==> config.mk <==
export PLATFORM = sky130hd
export DESIGN_NAME = sum
export DESIGN_NICKNAME = d
export VERILOG_FILES = /design/src/rtl/sum_pkg.sv /design/src/rtl/bcd3_to_bin.sv /design/src/rtl/sum.sv
export SDC_FILE = /design/constraint.sdc
export NUM_CORES = 1
export LEC_CHECK = 0
export ABC_AREA = 0
export BUFFER_PORTS_ARGS = -buffer_cell sky130_fd_sc_hd__buf_2
export CORE_AREA = 2 2 66 68
export CTS_CLUSTER_SIZE = 10
export DETAILED_ROUTE_END_ITERATION = 8
export DIE_AREA = 0 0 68 70
export GPL_ROUTABILITY_DRIVEN = 0
export HOLD_SLACK_MARGIN = 0.1
export PLACE_DENSITY = 0.63
export SLEW_MARGIN = 30
export SYNTH_ARGS = -nofsm -noshare
export SYNTH_HDL_FRONTEND = slang
export SYNTH_SLANG_ARGS = --single-unit
==> constraint.sdc <==
create_clock -name clk -period 0.8 [get_ports clk]
set_clock_uncertainty 0.2 [all_clocks]
set_input_delay 0.04 -clock clk [delete_from_list [all_inputs] [get_ports clk]]
set_output_delay 0.04 -clock clk [all_outputs]
set_load 0.05 [all_outputs]
==> src/rtl/sum_pkg.sv <==
// Shared constants and digit helper for the BCD accumulator (sum).
// Optional build macro: SUM_SATURATE_EN (saturate instead of wrap on overflow).
package sum_pkg;

    localparam int DIGIT_W     = 4;
    localparam int DIGIT_MAX   = 9;
    localparam int RESULT_W    = 10;
    localparam int RESULT_MAX  = 1023;
    localparam int OPERAND_MAX = 999;

    function automatic logic digit_ok(input logic [DIGIT_W-1:0] d);
        return d <= DIGIT_W'(DIGIT_MAX);
    endfunction

endpackage

==> src/rtl/bcd3_to_bin.sv <==
// Combinational three-digit BCD to binary converter with digit validation.
module bcd3_to_bin
    import sum_pkg::*;
(
    input  logic [DIGIT_W-1:0]  centenas,
    input  logic [DIGIT_W-1:0]  decenas,
    input  logic [DIGIT_W-1:0]  unidades,
    output logic [RESULT_W-1:0] value,
    output logic                valid
);

    localparam logic [RESULT_W-1:0] WEIGHT_100 = RESULT_W'(100);
    localparam logic [RESULT_W-1:0] WEIGHT_10  = RESULT_W'(10);

    assign valid = digit_ok(centenas) && digit_ok(decenas) && digit_ok(unidades);

    // Value is only meaningful when valid; invalid digits may wrap here harmlessly.
    assign value = RESULT_W'(centenas) * WEIGHT_100
                 + RESULT_W'(decenas)  * WEIGHT_10
                 + RESULT_W'(unidades);

endmodule

==> src/rtl/sum.sv <==
// Edge-triggered BCD accumulator with sticky overflow and invalid-digit pulse.
// Build macro SUM_SATURATE_EN: saturate at RESULT_MAX on overflow; default wraps modulo 1024.
module sum
    import sum_pkg::*;
(
    input  logic                clk,
    input  logic                n_reset,
    input  logic [DIGIT_W-1:0]  centenas,
    input  logic [DIGIT_W-1:0]  decenas,
    input  logic [DIGIT_W-1:0]  unidades,
    input  logic                cargar,
    input  logic                limpiar,
    output logic [RESULT_W-1:0] numero_guardado,
    output logic                desborde,
    output logic                error_bcd
);

    logic [1:0]          rst_sync;
    logic                rst_int_n;
    logic                cargar_q;
    logic                load;
    logic [RESULT_W-1:0] operand;
    logic                operand_valid;
    logic [RESULT_W:0]   sum_full;
    logic                overflow;

    function automatic logic [RESULT_W-1:0] fold_result(input logic [RESULT_W:0] s);
`ifdef SUM_SATURATE_EN
        return s[RESULT_W] ? RESULT_W'(RESULT_MAX) : s[RESULT_W-1:0];
`else
        return s[RESULT_W-1:0];
`endif
    endfunction

    // Assert asynchronously, release two clock edges after n_reset rises.
    always_ff @(posedge clk or negedge n_reset) begin
        if (!n_reset) rst_sync <= 2'b00;
        else          rst_sync <= {rst_sync[0], 1'b1};
    end
    assign rst_int_n = rst_sync[1];

    bcd3_to_bin u_conv (
        .centenas (centenas),
        .decenas  (decenas),
        .unidades (unidades),
        .value    (operand),
        .valid    (operand_valid)
    );

    assign load     = cargar && !cargar_q;
    assign sum_full = {1'b0, numero_guardado} + {1'b0, operand};
    assign overflow = sum_full[RESULT_W];

    always_ff @(posedge clk or negedge rst_int_n) begin
        if (!rst_int_n) begin
            cargar_q        <= 1'b0;
            numero_guardado <= '0;
            desborde        <= 1'b0;
            error_bcd       <= 1'b0;
        end else begin
            cargar_q <= cargar;
            if (limpiar) begin
                numero_guardado <= '0;
                desborde        <= 1'b0;
                error_bcd       <= 1'b0;
            end else begin
                error_bcd <= load && !operand_valid;
                if (load && operand_valid) begin
                    numero_guardado <= fold_result(sum_full);
                    if (overflow) desborde <= 1'b1;
                end
            end
        end
    end

endmodule

* Yosys cells after proc, flatten, opt, wreduce, memory -nomap -nowiden
Index checks and enable logic that the tools add are counted.
** Cells by class
- Add/subtract/negate cells :: 3
- $lt $le $gt $ge :: 3
- Reduce and logical (&&, ||, !) cells :: 10
- Multiply operators :: 2
- Multiplexer cells :: 6
** Operators by type and width (number)
- $mux 10 :: 2
- $le 4x4->1 const B :: 3
- $add 10x10->11 :: 1
- $add 10x4->10 :: 1
- $add 10x8->10 :: 1
- $mul 4x5->8 const B :: 1
- $mul 4x3->7 const B :: 1
- $logic_and 1x1->1 :: 5
- $mux 1 :: 4
- $reduce_bool 2->1 :: 2
- $logic_not 1->1 :: 2
- $reduce_and 2->1 :: 1
** Storage, ports and cells
- Input bits :: 16
- Logic and storage cells :: 29
- Flip-flop bits (word level) :: 15
- Output and inout bits :: 12

* Depth between registers and ports, before layout
- Depth after elaboration :: 7
- Mapped depth :: 16
- Mapped depth without buffers :: 16

* Hierarchy
Synthesis repeated with hierarchy kept, for this count alone.
** Unflattened totals
- Cell total of the unflattened synthesis :: 181
- Area total of the unflattened synthesis :: 1689.1 um^2
** Modules (own cells, without submodules)
- sum :: cells an instance 100, area an instance 967.2 um^2, seq. area each 375.4 um^2, instances 1
- bcd3_to_bin :: cells an instance 81, area an instance 721.9 um^2, seq. area each 0.0 um^2, instances 1

* Worst setup path after synthesis
Ideal clock, no wire load.
- Path kind :: input port to flip-flop
- Start point :: input port decenas[1]
- End point :: register numero_guardado[9]
- Path buffers :: 0
- Arrival time :: 3.531 ns
- Stages on the path :: 14
- Setup time :: 0.104 ns
- Path slack :: -3.035 ns
- Required time :: 0.496 ns
- Cell sequence :: ha_1 ha_1 fa_1 ha_1 ha_1 o21ai_0 a21boi_0 or4_1 nand3_1 ha_1 and3_2 a21o_4 or4b_1 o311ai_1
** Between the ends
- Cells in the longest elaborated chain, start to end :: 6
- Elaborated cells between the ends (all ways) :: 11
- Those cells by class :: 3 x add/sub; 1 x mul; 1 x order compare; 2 x mux; 4 x reduce/logical
** RTL lines
- start, declared :: RTL line sum.sv:9 : input logic [DIGIT_W-1:0] decenas,
- $mul 4x3->7 :: RTL line bcd3_to_bin.sv:19 : + RESULT_W'(decenas) * WEIGHT_10
- $add 10x8->10 :: RTL line bcd3_to_bin.sv:19
- $add 10x4->10 :: RTL line bcd3_to_bin.sv:20 : + RESULT_W'(unidades);
- $add 10x10->11 :: RTL line sum.sv:51 : assign sum_full = {1'b0, numero_guardado} + {1'b0, operand};
- $mux 10 :: RTL line sum.sv:68 : if (load && operand_valid) begin
- $mux 10 :: RTL line sum.sv:62 : if (limpiar) begin
- end signal, assigned :: RTL line sum.sv:69 : numero_guardado <= fold_result(sum_full);
- end, declared :: RTL line sum.sv:13 : output logic [RESULT_W-1:0] numero_guardado,
Several ways; a longest one is shown, not always the timed one. The select of a mux whose other input is x is not followed.
A chain may end at the register's enable or synchronous reset.

* Final worst setup path
- Start point :: input port centenas[1]
- End point :: register numero_guardado[9]
** Between the ends
- Cells in the longest elaborated chain, start to end :: 6
- Elaborated cells between the ends (all ways) :: 11
- Those cells by class :: 3 x add/sub; 1 x mul; 1 x order compare; 2 x mux; 4 x reduce/logical
** RTL lines
- start, declared :: RTL line sum.sv:8 : input logic [DIGIT_W-1:0] centenas,
- $mul 4x5->8 :: RTL line bcd3_to_bin.sv:18 : assign value = RESULT_W'(centenas) * WEIGHT_100
- $add 10x8->10 :: RTL line bcd3_to_bin.sv:19
- $add 10x4->10 :: RTL line bcd3_to_bin.sv:20
- $add 10x10->11 :: RTL line sum.sv:51
- $mux 10 :: RTL line sum.sv:68
- $mux 10 :: RTL line sum.sv:62
Several ways; a longest one is shown, not always the timed one. The select of a mux whose other input is x is not followed.

==> impl_metrics.yaml <==
worst_hold_path:
  worst_hold_path_type: "in2reg"
final_layout:
  area_growth_pct: 76.0
  antenna_cells_inserted: 0
  design.final.nets: 340
  seqCellArea_um2: 389
  fillCellCount: 291
  multi_input_area_mm2: 0.00165
  finalInstanceArea_mm2: 0.00312
  final-instance-count-excl-fill: 332
  post_route_cells_drive_above_1_share_pct: 57.5
  post-route-util_pct: 75.2
placed_design:
  postPlaceCellArea_mm2: 0.00260
  detailed_place_hpwl_um: 3700
  place_inst: 315
  port-buffer-count: 27
critical_path:
  cp.arrival_ns: 3.46
  worst_path_largest_cell_delay_ns: 0.53
  critical_path_required_ns: 0.75
  timing.critical_path.slowest_stage_cell: "sky130_fd_sc_hd__or4_1"
  cpLargestDelayFamily: "adder cells"
  worstPathBufferInverterCount: 2
  crit_path_end_kind: "flop"
  startpoint_type: "input port"
  crit_path_frequent_cell: "sky130_fd_sc_hd__ha_1"
  critical_path.cell_chain: "buf_2 -> inv_4 -> ha_4 -> ha_1 -> fa_1 -> ha_1 -> ha_1 -> or4_1 -> nand3_2 -> ha_4 -> and3_4 -> a21o_4 -> or4b_1 -> o311ai_1"
  path_class: "in2reg"
  critPathMaxFanout: 3
synthesis:
  netlist_top_cells_area: "sky130_fd_sc_hd__ha_1, sky130_fd_sc_hd__dfrtp_1, sky130_fd_sc_hd__fa_1"
  synth-seq-cells: 15
  synth_seq_area_share_pct: 21.2
  synth_largest_type_area_fraction_pct: 26.1
  synthDistinctLibCells: 48
  synth_top_area_cell: "sky130_fd_sc_hd__ha_1"
  netlist_instances: 183
  asyncSetResetFlopFracSynth_pct: 100
  synth.top_cells.by_count: "sky130_fd_sc_hd__ha_1, sky130_fd_sc_hd__dfrtp_1, sky130_fd_sc_hd__nor2_1"
  synth_enable_flop_cells: 0
  synthesis.area_mm2: 0.00177
  ys_dominant_reg_cell: "sky130_fd_sc_hd__dfrtp_1"
  warning_count_from_the_yosys_run: 0
  syn_area_per_cell_um2: 9.67
  yosysMostFrequentCell: "sky130_fd_sc_hd__ha_1"
  mappedNetlistNets: 242
timing:
  finalSetupViolations: 24
  finalMaxSlewViolations: 0
  final.period_utilization_pct: 439
  max_clock_freq_ghz: 0.285
  finalWorstPathRequiredPeriod_ns: 3.51
  worst_slack_ns: -2.71
  setup_repair_after_global_routing_missed_its_margin: "true"
  holdWs_ns: -0.238
  hold_viol_final: 20
cts:
  cts_made_buffers: 3
  cts_tree: "built"
  cts_hold_buf: 1
  cts.root.buffer_cell: "sky130_fd_sc_hd__clkbuf_8"
  worst_case_clock_buffer_depth: 2
  latest_clock_arrival_within_the_worst_skew_pair_ns: 0.25
  clk_pin_slew_ns: 0.07
  count_of_h_tree_levels_built_during_cts: 1
  tritoncts_num_sinks: 15
floorplan:
  die_h_um: 70
  design.die.area_mm2: 0.00476
  floorplan.rows: 24
  fp.dieW_um: 68
  initial_core_util_pct: 42.7
  core_mm2: 0.00414
  io_pins: 28
route:
  drtIter0Drc: 36
  drt_drc_violations_left: 0
  vias: 1730
  total_wire_length_after_detailed_routing_um: 5030
  detail-route-antenna-nets: 0
  drt_pass1_iterations: 4
  average_routed_wire_per_standard_cell_um: 15.1
  post_drt_via_cell_ratio: 5.21
power_and_ir_drop:
  leakagePower_nw: 1.43
  power.ir.vdd_worst_uv: 1290
  p_per_area_mw_per_mm2: 1680
grt:
  grt_max_degree: 16
  overflow: 0
  grt_use_total_pct: 22.3
  first_global_vias: 1879
  initial_antenna_violation_count: 0
  grt_pass1_wl_um: 8230
run_status:
  run_status: "finished with violations"
  violations: "hold timing, setup timing"
job:
  cap_viol_max_count: 0
[worst register-to-register path, cell delays in order, from the launching register on]
cell                       delay (ns)
sky130_fd_sc_hd__dfrtp_2         0.39
sky130_fd_sc_hd__ha_4            0.14
sky130_fd_sc_hd__inv_1           0.05
sky130_fd_sc_hd__fa_2            0.36
sky130_fd_sc_hd__nor2b_1         0.30
sky130_fd_sc_hd__o31ai_4         0.11
sky130_fd_sc_hd__a21boi_0        0.17
sky130_fd_sc_hd__o21ai_0         0.14
sky130_fd_sc_hd__a211oi_1        0.24
[path summary, 6_finish.rpt]
check	startpoint	end	slack [ns]	depth (start not counted)
setup reg to reg	numero_guardado[0]	desborde	-1.40	8
hold reg to reg	rst_sync[1]	numero_guardado[6]	-0.03	1
setup / recovery	centenas[1]	numero_guardado[9]	-2.71	14
min in group asynchronous	n_reset	rst_sync[0]	-0.10	2
max in group asynchronous	rst_sync[1]	numero_guardado[1]	0.26	1
hold / removal	cargar	cargar_q	-0.24	1
[layout by cell type, fill, tap and decap left out, types with 5 or more instances in the layout]
| cell | n |
|---|---|
| sky130_fd_sc_hd__inv_1 | 8 |
| sky130_fd_sc_hd__o21ai_0 | 5 |
| sky130_fd_sc_hd__ha_1 | 23 |
| sky130_fd_sc_hd__buf_6 | 27 |
| sky130_fd_sc_hd__nor2b_1 | 5 |
| sky130_fd_sc_hd__a21oi_1 | 8 |
| sky130_fd_sc_hd__ha_4 | 14 |
| sky130_fd_sc_hd__dfrtp_2 | 11 |
| sky130_fd_sc_hd__buf_2 | 10 |
| sky130_fd_sc_hd__nor2_1 | 12 |
| sky130_fd_sc_hd__buf_8 | 13 |
| sky130_fd_sc_hd__buf_4 | 45 |
| sky130_fd_sc_hd__xnor2_1 | 5 |
[final cells by class]
cell class	count	area share, %
Multi-Input combinational cell	151	53.0
Timing Repair Buffer	96	28.8
Inverter	14	2.17
Tap cell	52	2.09
Clock buffer	4	1.45
Sequential cell	15	12.5
[cell families (layout without fill, tap and decap cells)]
family | Yosys count | in the layout | share of synthesized area (%)
AO/OA/AOI/OAI | 45 | 45 | 18.5
buffers and inverters | 17 | 114 | 4.66
flip-flops | 15 | 15 | 21.2
AND/OR/NAND/NOR | 47 | 47 | 14.8
XOR/XNOR | 11 | 11 | 5.44
multiplexers | 4 | 4 | 2.26
other | 1 | 1 | 0.212
adder cells (fa/ha/maj) | 43 | 43 | 32.9
[sequential cells by signal, indices dropped and copies added (netlist names)]
name / count
error_bcd: 1
numero_guardado: 10
cargar_q: 1
rst_sync: 2
desborde: 1
[routing by layer]
metal / share of wire [%] / GRT usage (%) / wire length (um) / vias up
li1: - / - / - / 852
met1: 40 / 27.5 / 2020 / 847
met2: 56 / 39.6 / 2810 / 23
met3: 2.2 / 3.06 / 113 / 8
met4: 1.7 / 5.56 / 85 / 0
met5: 0 / 0 / 0 / -
[timing repair]
action / in CTS / in global routing
pin swaps: 22 / 23
setup buffers: 6 / 9
endpoints found under the hold margin: 28 / 27
gates resized for setup: 77 / 18
endpoints found under the setup margin: 24 / 24
[power breakdown]
group	total (W)	internal, W	switching (W)
sequential	0.000830	0.000798	0.0000320
clock	0.000637	0.000353	0.000284
combinational	0.00378	0.00212	0.00166
total	0.00525	0.00327	0.00198
[through the flow]
stage	TNS [ns]	setup slack [ns]	hold slack [ns]	power, W
after global placement	-25.91	-3.01	-0.375	0.00380
after floorplan	-19.30	-2.83	-0.456	0.00282
after detailed placement	-26.50	-3.08	-0.372	0.00391
after CTS	-24.65	-2.73	-0.248	0.00512
after global routing	-26.07	-2.81	-0.249	0.00564
final	-24.73	-2.71	-0.238	0.00525
No activity file was read; power rests on OpenSTA's default activity.
